==> config.mk <==
export PLATFORM = sky130hd
export DESIGN_NAME = pulse_width_generate
export DESIGN_NICKNAME = d
export VERILOG_FILES = /design/src/rtl/pulse_width_generate.sv
export SDC_FILE = /design/constraint.sdc
export NUM_CORES = 1
export LEC_CHECK = 0
export CAP_MARGIN = 40
export CORE_MARGIN = 5
export CORE_UTILIZATION = 40
export DETAILED_ROUTE_END_ITERATION = 16
export PLACE_DENSITY = 0.73
export SLEW_MARGIN = 20
export SYNTH_ARGS = -nofsm -noshare
export SYNTH_HDL_FRONTEND = slang
export SYNTH_SLANG_ARGS = --single-unit
==> constraint.sdc <==
create_clock -name clk -period 5.6 [get_ports clk]
set_input_delay 1.68 -clock clk [delete_from_list [all_inputs] [get_ports clk]]
set_output_delay 1.68 -clock clk [all_outputs]
set_load 0.05 [all_outputs]
==> src/rtl/pulse_width_generate.sv <==
// Replays FIFO pulse widths as a registered high/low pulse train with a fixed low gap.
// Optional completed-pulse counter is built when PWG_PULSE_COUNT_EN is defined.
module pulse_width_generate #(
  parameter int DATA_WIDTH = 16,
  parameter int LOW_GAP    = 4
) (
  input  logic                  clk,
  input  logic                  reset,
  input  logic                  start_from_pc,
  input  logic                  stop_from_pc,
  output logic                  rdreq_to_FIFO,
  input  logic                  rdempty_from_FIFO,
  input  logic [DATA_WIDTH-1:0] data_from_FIFO,
  output logic                  pulse_sig_out,
  output logic                  busy,
  output logic [DATA_WIDTH-1:0] pulse_count
);

  // state | meaning
  // IDLE  | output low, waiting for start with stop clear
  // FETCH | request next width from FIFO when it has data
  // LOAD  | FIFO word is valid; start the pulse or discard a zero width
  // HIGH  | output high, width_cnt counting down to zero
  // LOW   | output low, gap_cnt counting down to zero
  typedef enum logic [2:0] {IDLE, FETCH, LOAD, HIGH, LOW} state_t;

  localparam logic [DATA_WIDTH-1:0] GAP_LOAD = DATA_WIDTH'(LOW_GAP - 1);
  localparam logic [DATA_WIDTH-1:0] ONE      = DATA_WIDTH'(1);

  state_t                state;
  logic                  start_q;
  logic                  stop_q;
  logic [DATA_WIDTH-1:0] width_cnt;
  logic [DATA_WIDTH-1:0] gap_cnt;
  logic                  pulse_done;

  // The FIFO samples the strobe at the FETCH->LOAD edge so its data is valid during LOAD.
  assign rdreq_to_FIFO = (state == FETCH) && start_q && !stop_q && !rdempty_from_FIFO;
  assign busy          = (state != IDLE);
  assign pulse_done    = (state == HIGH) && !stop_q && (width_cnt == '0);

  always_ff @(posedge clk or negedge reset) begin
    if (!reset) begin
      state         <= IDLE;
      start_q       <= 1'b0;
      stop_q        <= 1'b0;
      pulse_sig_out <= 1'b0;
      width_cnt     <= '0;
      gap_cnt       <= '0;
    end else begin
      start_q <= start_from_pc;
      stop_q  <= stop_from_pc;
      case (state)
        IDLE: begin
          pulse_sig_out <= 1'b0;
          if (start_q && !stop_q) state <= FETCH;
        end
        FETCH: begin
          pulse_sig_out <= 1'b0;
          if (stop_q || !start_q) state <= IDLE;
          else if (!rdempty_from_FIFO) state <= LOAD;
        end
        LOAD: begin
          if (stop_q) begin
            pulse_sig_out <= 1'b0;
            state         <= IDLE;
          end else if (data_from_FIFO == '0) begin
            pulse_sig_out <= 1'b0;
            state         <= FETCH;
          end else begin
            width_cnt     <= data_from_FIFO - ONE;
            pulse_sig_out <= 1'b1;
            state         <= HIGH;
          end
        end
        HIGH: begin
          if (stop_q) begin
            pulse_sig_out <= 1'b0;
            state         <= IDLE;
          end else if (width_cnt != '0) begin
            width_cnt     <= width_cnt - ONE;
            pulse_sig_out <= 1'b1;
          end else begin
            pulse_sig_out <= 1'b0;
            gap_cnt       <= GAP_LOAD;
            state         <= LOW;
          end
        end
        LOW: begin
          pulse_sig_out <= 1'b0;
          if (stop_q) state <= IDLE;
          else if (gap_cnt != '0) gap_cnt <= gap_cnt - ONE;
          else state <= FETCH;
        end
        default: begin
          pulse_sig_out <= 1'b0;
          state         <= IDLE;
        end
      endcase
    end
  end

`ifdef PWG_PULSE_COUNT_EN
  logic [DATA_WIDTH-1:0] count_q;

  // Only pulses that reach their full width are counted; wraps naturally.
  always_ff @(posedge clk or negedge reset) begin
    if (!reset) count_q <= '0;
    else if (pulse_done) count_q <= count_q + ONE;
  end

  assign pulse_count = count_q;
`else
  logic unused_done;
  assign unused_done = pulse_done;
  assign pulse_count = '0;
`endif

endmodule

# After elaboration in Yosys (flattened, before gate mapping)
# Index checks and enable logic that the tools add are counted.
# classes
n_addsub,3
multipliers,0
div_mod_pow,0
order_cmp,0
eq_ne,15
n_shift,0
muxes,25
bitwise,0
reduce_logical,18
# ops
operator,n
$mux 16,8
$pmux 16 s2,2
$sub 16x1->16 const B,3
$reduce_bool 16->1,2
$mux 3,7
$logic_not 16->1,1
$pmux 3 s5,1
$ne 2x2->1 const B,7
$reduce_and 5->1,2
$eq 3x2->1 const B,2
$ne 3x3->1 const B,2
$logic_and 1x1->1,4
$mux 1,4
$mux 2,2
$reduce_and 4->1,1
$reduce_bool 2->1,2
$eq 3x1->1 const B,1
$eq 3x3->1 const B,1
$logic_not 1->1,3
$logic_not 3->1,1
$ne 3x2->1 const B,1
$reduce_bool 3->1,1
$ne 2x1->1 const B,1
$pmux 1 s2,1
$logic_or 1x1->1,1
# totals
register_bits,38
latch_bits,0
ram_bits,0
romBits,0
in_bits,21
output_inout_bits,19
word_cells,67
memories,0

# Depth between registers and ports, before layout
# logic_depth
ltp_word,4
ltp_mapped,11
mapped_depth_nobuf,8

# Least setup slack after synthesis
# OpenSTA, ideal clock, no wires.
# synth_timing
path_type,in2out
from,input port rdempty_from_FIFO
to,output port rdreq_to_FIFO
t_arrival_ns,2.388
required_ns,3.920
path_slack_ns,1.532
cell_stages,1
path_buffers,0
cell_sequence,nor2b_1
# synth_between
elab_chain_cells,2
# synth_lines
element,line_no,text
"start, declared",12,"input logic rdempty_from_FIFO,"
$logic_not 1->1,--,
$logic_and 1x1->1,38,assign rdreq_to_FIFO = (state == FETCH) && start_q && !stop_q && !rdempty_from_FIFO;
"end, declared",11,"output logic rdreq_to_FIFO,"
# No other way between the ends.

# Final worst setup path
# Ends and elaborated chain as after synthesis.

==> results by group <==
Outcome
  • Status: completed

Yosys
  • Post-synth top area cell: dfrtp_1
  • Ys flop type: dfrtp_1
  • Synth Warn #: 0
  • Unique masters post-synth: 60
  • Post-synth ARST share: 100%
  • Mapped Area: 2700 µm²
  • Post-synth top cells: dfrtp_1, nor2_1, a21oi_1, nand2_1, nor3_1
  • Cells after synthesis: 322
  • Synth Register Bits: 38
  • EDFF count, synth: 0
  • Syn_area_per_cell: 8.38 µm²
  • Area contributors post-synth: dfrtp_1, nor2_1, a21oi_1
  • Post-synthesis sequential area ratio: about a third
  • Synth top area share: 35.2%

Drt
  • Antenna viol nets, final: 0
  • # DRC: 0
  • First DRT Iteration DRCs: 88
  • Vias: roughly 2.5k
  • Via/cell ratio: 5.83
  • WL per Instance: around 15 µm
  • Post-Route WL: 6.36 mm
  • Pre-Repair DR Iteration Count: 4

Timing
  • Final setup viols: 0
  • Peak Freq: 0.208 GHz
  • Min Hold Slack: 0.524 ns
  • Fin. Hold Viols: 0
  • Slew margin rel.: 50.4%
  • Final setup skew: 0.0104 ns
  • Final period util: a little under nine tenths
  • Worst Max-Slew Pin Slew: 0.742 ns
  • Setup TNS: 0 ns
  • Final min period: 4.80 ns
  • Unrepaired setup endpoints after global routing: no
  • Slew Limit Fails: 0

Place
  • Port Buffers: 23
  • DP Wirelength: roughly 4.5 mm
  • GPL Wtd Cong: 0.876

Cells and area
  • Fill cell count: ~660
  • N_diodes: 0
  • Multi-input logic area: approximately 1600 µm²
  • Register Area: 951 µm²
  • Share of cells above drive strength 1: 6.74%
  • Nets: 365
  • Synthesis-to-layout area growth: 12.1%

Setup path
  • Cells on worst reg2reg path: 9
  • RR Endpoint: width_cnt[12]
  • FF-to-FF setup slack: 2.56 ns
  • Worst Path Class, Setup: primary input to output port
  • CP startpoint kind: primary input
  • Worst Path Arrival: 3.12 ns
  • Critical Path RT: 3.92 ns
  • CP endpoint kind: output port
  • R2R Path Start: state[2]
  • Critical path peak fanout: 2

Global route
  • Gr usage total: 15.2%
  • Largest net degree at the start of global routing: 31
  • Vias in the first global route: about 2.3k
  • First-pass GRT wire length: between 10 and 15 mm
  • Initial antenna violation count: 0
  • Total global routing overflow: 0

Clock tree
  • Worst skew pair latency: 0.29 ns
  • CTS Buffer Depth: 2
  • CTS root buf: clkbuf_8
  • PostCTS Resize Cnt: 0
  • H-tree lvl count: 2
  • Worst-path clk slew: approximately 0.070 ns
  • CTS tree: built
  • Clock sinks: 38
  • Postcts setup bufs: 0
  • Cts hold-fix bufs: 0
  • TritonCTS buffer count: 5

Power and ir drop
  • Leakage dissipation: around 1.2 nW
  • Total power: 0.917 mW
  • Maximum vdd ir drop: 0.000106 V
  • Pwr/cell area: 303 nW/µm²

Min path
  • Hold/Removal Path Class: flip-flop to flip-flop
  • Hold wc startpoint: gap_cnt[0]
  • Hold path depth: 1
  • Hold EP: gap_cnt[0]

Die
  • Chip width: 92.1 µm
  • Row cnt: 30
  • DIE AREA: 8490 µm²
  • Initial Util: 40.4%
  • Die Ht: 92.1 µm
  • Core Area: 6680 µm²
  • IO Count: 40

Flow run
  • Max-cap viol count: 0
[cells in the final DEF, fill, tap and decap left out, drive strengths merged, types with 3 or more instances in the layout]
cell type	count
nand2	25
a21oi	27
a211oi	6
or3	5
inv	5
o211ai	5
nor3b	3
ha	3
clkbuf	7
nand3	4
dfrtp	38
nor3	18
nor4	16
conb	16
o21a	5
buf	6
o21ai	14
mux2i	9
a2111oi	3
nand2b	9
a31oi	3
nor2	39
nand4	4
xor2	6
clkdlybuf4s50	22
or4	8
[through the flow]
stage               utilization (%)  cell area, µm²  setup slack [ns]  std cells
floorplan                         -            2760              1.53        337
global placement               43.7            2920             0.871        413
detailed placement             44.1            2950             0.817        414
CTS                            45.3            3030             0.810        421
global route                   45.3            3030             0.785        421
finish                         45.3            3030             0.803        421
[routing by layer]
metal | global-route usage (%) | vias to the layer above | wire length, µm
li1 | - | 1192 | -
met3 | 3.94 | 12 | 384
met2 | 24.5 | 70 | 3100
met4 | 5.82 | 0 | 120
met5 | 0 | - | 0
met1 | 19.5 | 1180 | 2750
[cells by family (layout without fill, tap and decap cells)]
| logic type | after synthesis | count (layout) | share of synthesized area (%) |
|---|---|---|---|
| DFF | 38 | 38 | 35.2 |
| AOI/OAI and AO/OA | 81 | 81 | 20.6 |
| buffers and inverters | 37 | 41 | 7.83 |
| xor gates and xnor gates | 8 | 8 | 2.60 |
| and+or+nand+nor | 143 | 143 | 28.0 |
| other | 1 | 16 | 0.139 |
| adders and majority gates | 3 | 3 | 1.39 |
| muxes | 11 | 11 | 4.17 |
[flip-flops by register name (all words and copies together), names as in the netlist]
signal	cells
pulse_sig_out	1
stop_q	1
state	3
gap_cnt	16
start_q	1
width_cnt	16
[report_power, final]
part	internal [mW]	switching [mW]
registers	0.352	0.100
logic	0.117	0.166
clock network	0.0859	0.0967
[worst max-delay path, cell delays in order]
cell and delay, ns:
clkdlybuf4s50_1 0.44, nor2b_1 0.16, clkdlybuf4s50_1 0.84
[worst max-delay path by stage]
stage / startpoint / to / cells after the start
2_1_floorplan: rdempty_from_FIFO / rdreq_to_FIFO / 1
3_3_place_gp: rdempty_from_FIFO / rdreq_to_FIFO / 3
3_5_place_dp: rdempty_from_FIFO / rdreq_to_FIFO / 3
4_1_cts: rdempty_from_FIFO / rdreq_to_FIFO / 3
5_1_grt: rdempty_from_FIFO / rdreq_to_FIFO / 3
6_report: rdempty_from_FIFO / rdreq_to_FIFO / 3
[final cells by class]
cell class              count  area share [%]
well taps                  80            3.31
flip-flops and latches     38            31.4
multi-input cells         262            52.6
inverters                   6           0.744
clock buffers               7            2.52
repair buffers             28            9.35
(Power assumes the default switching activity.)
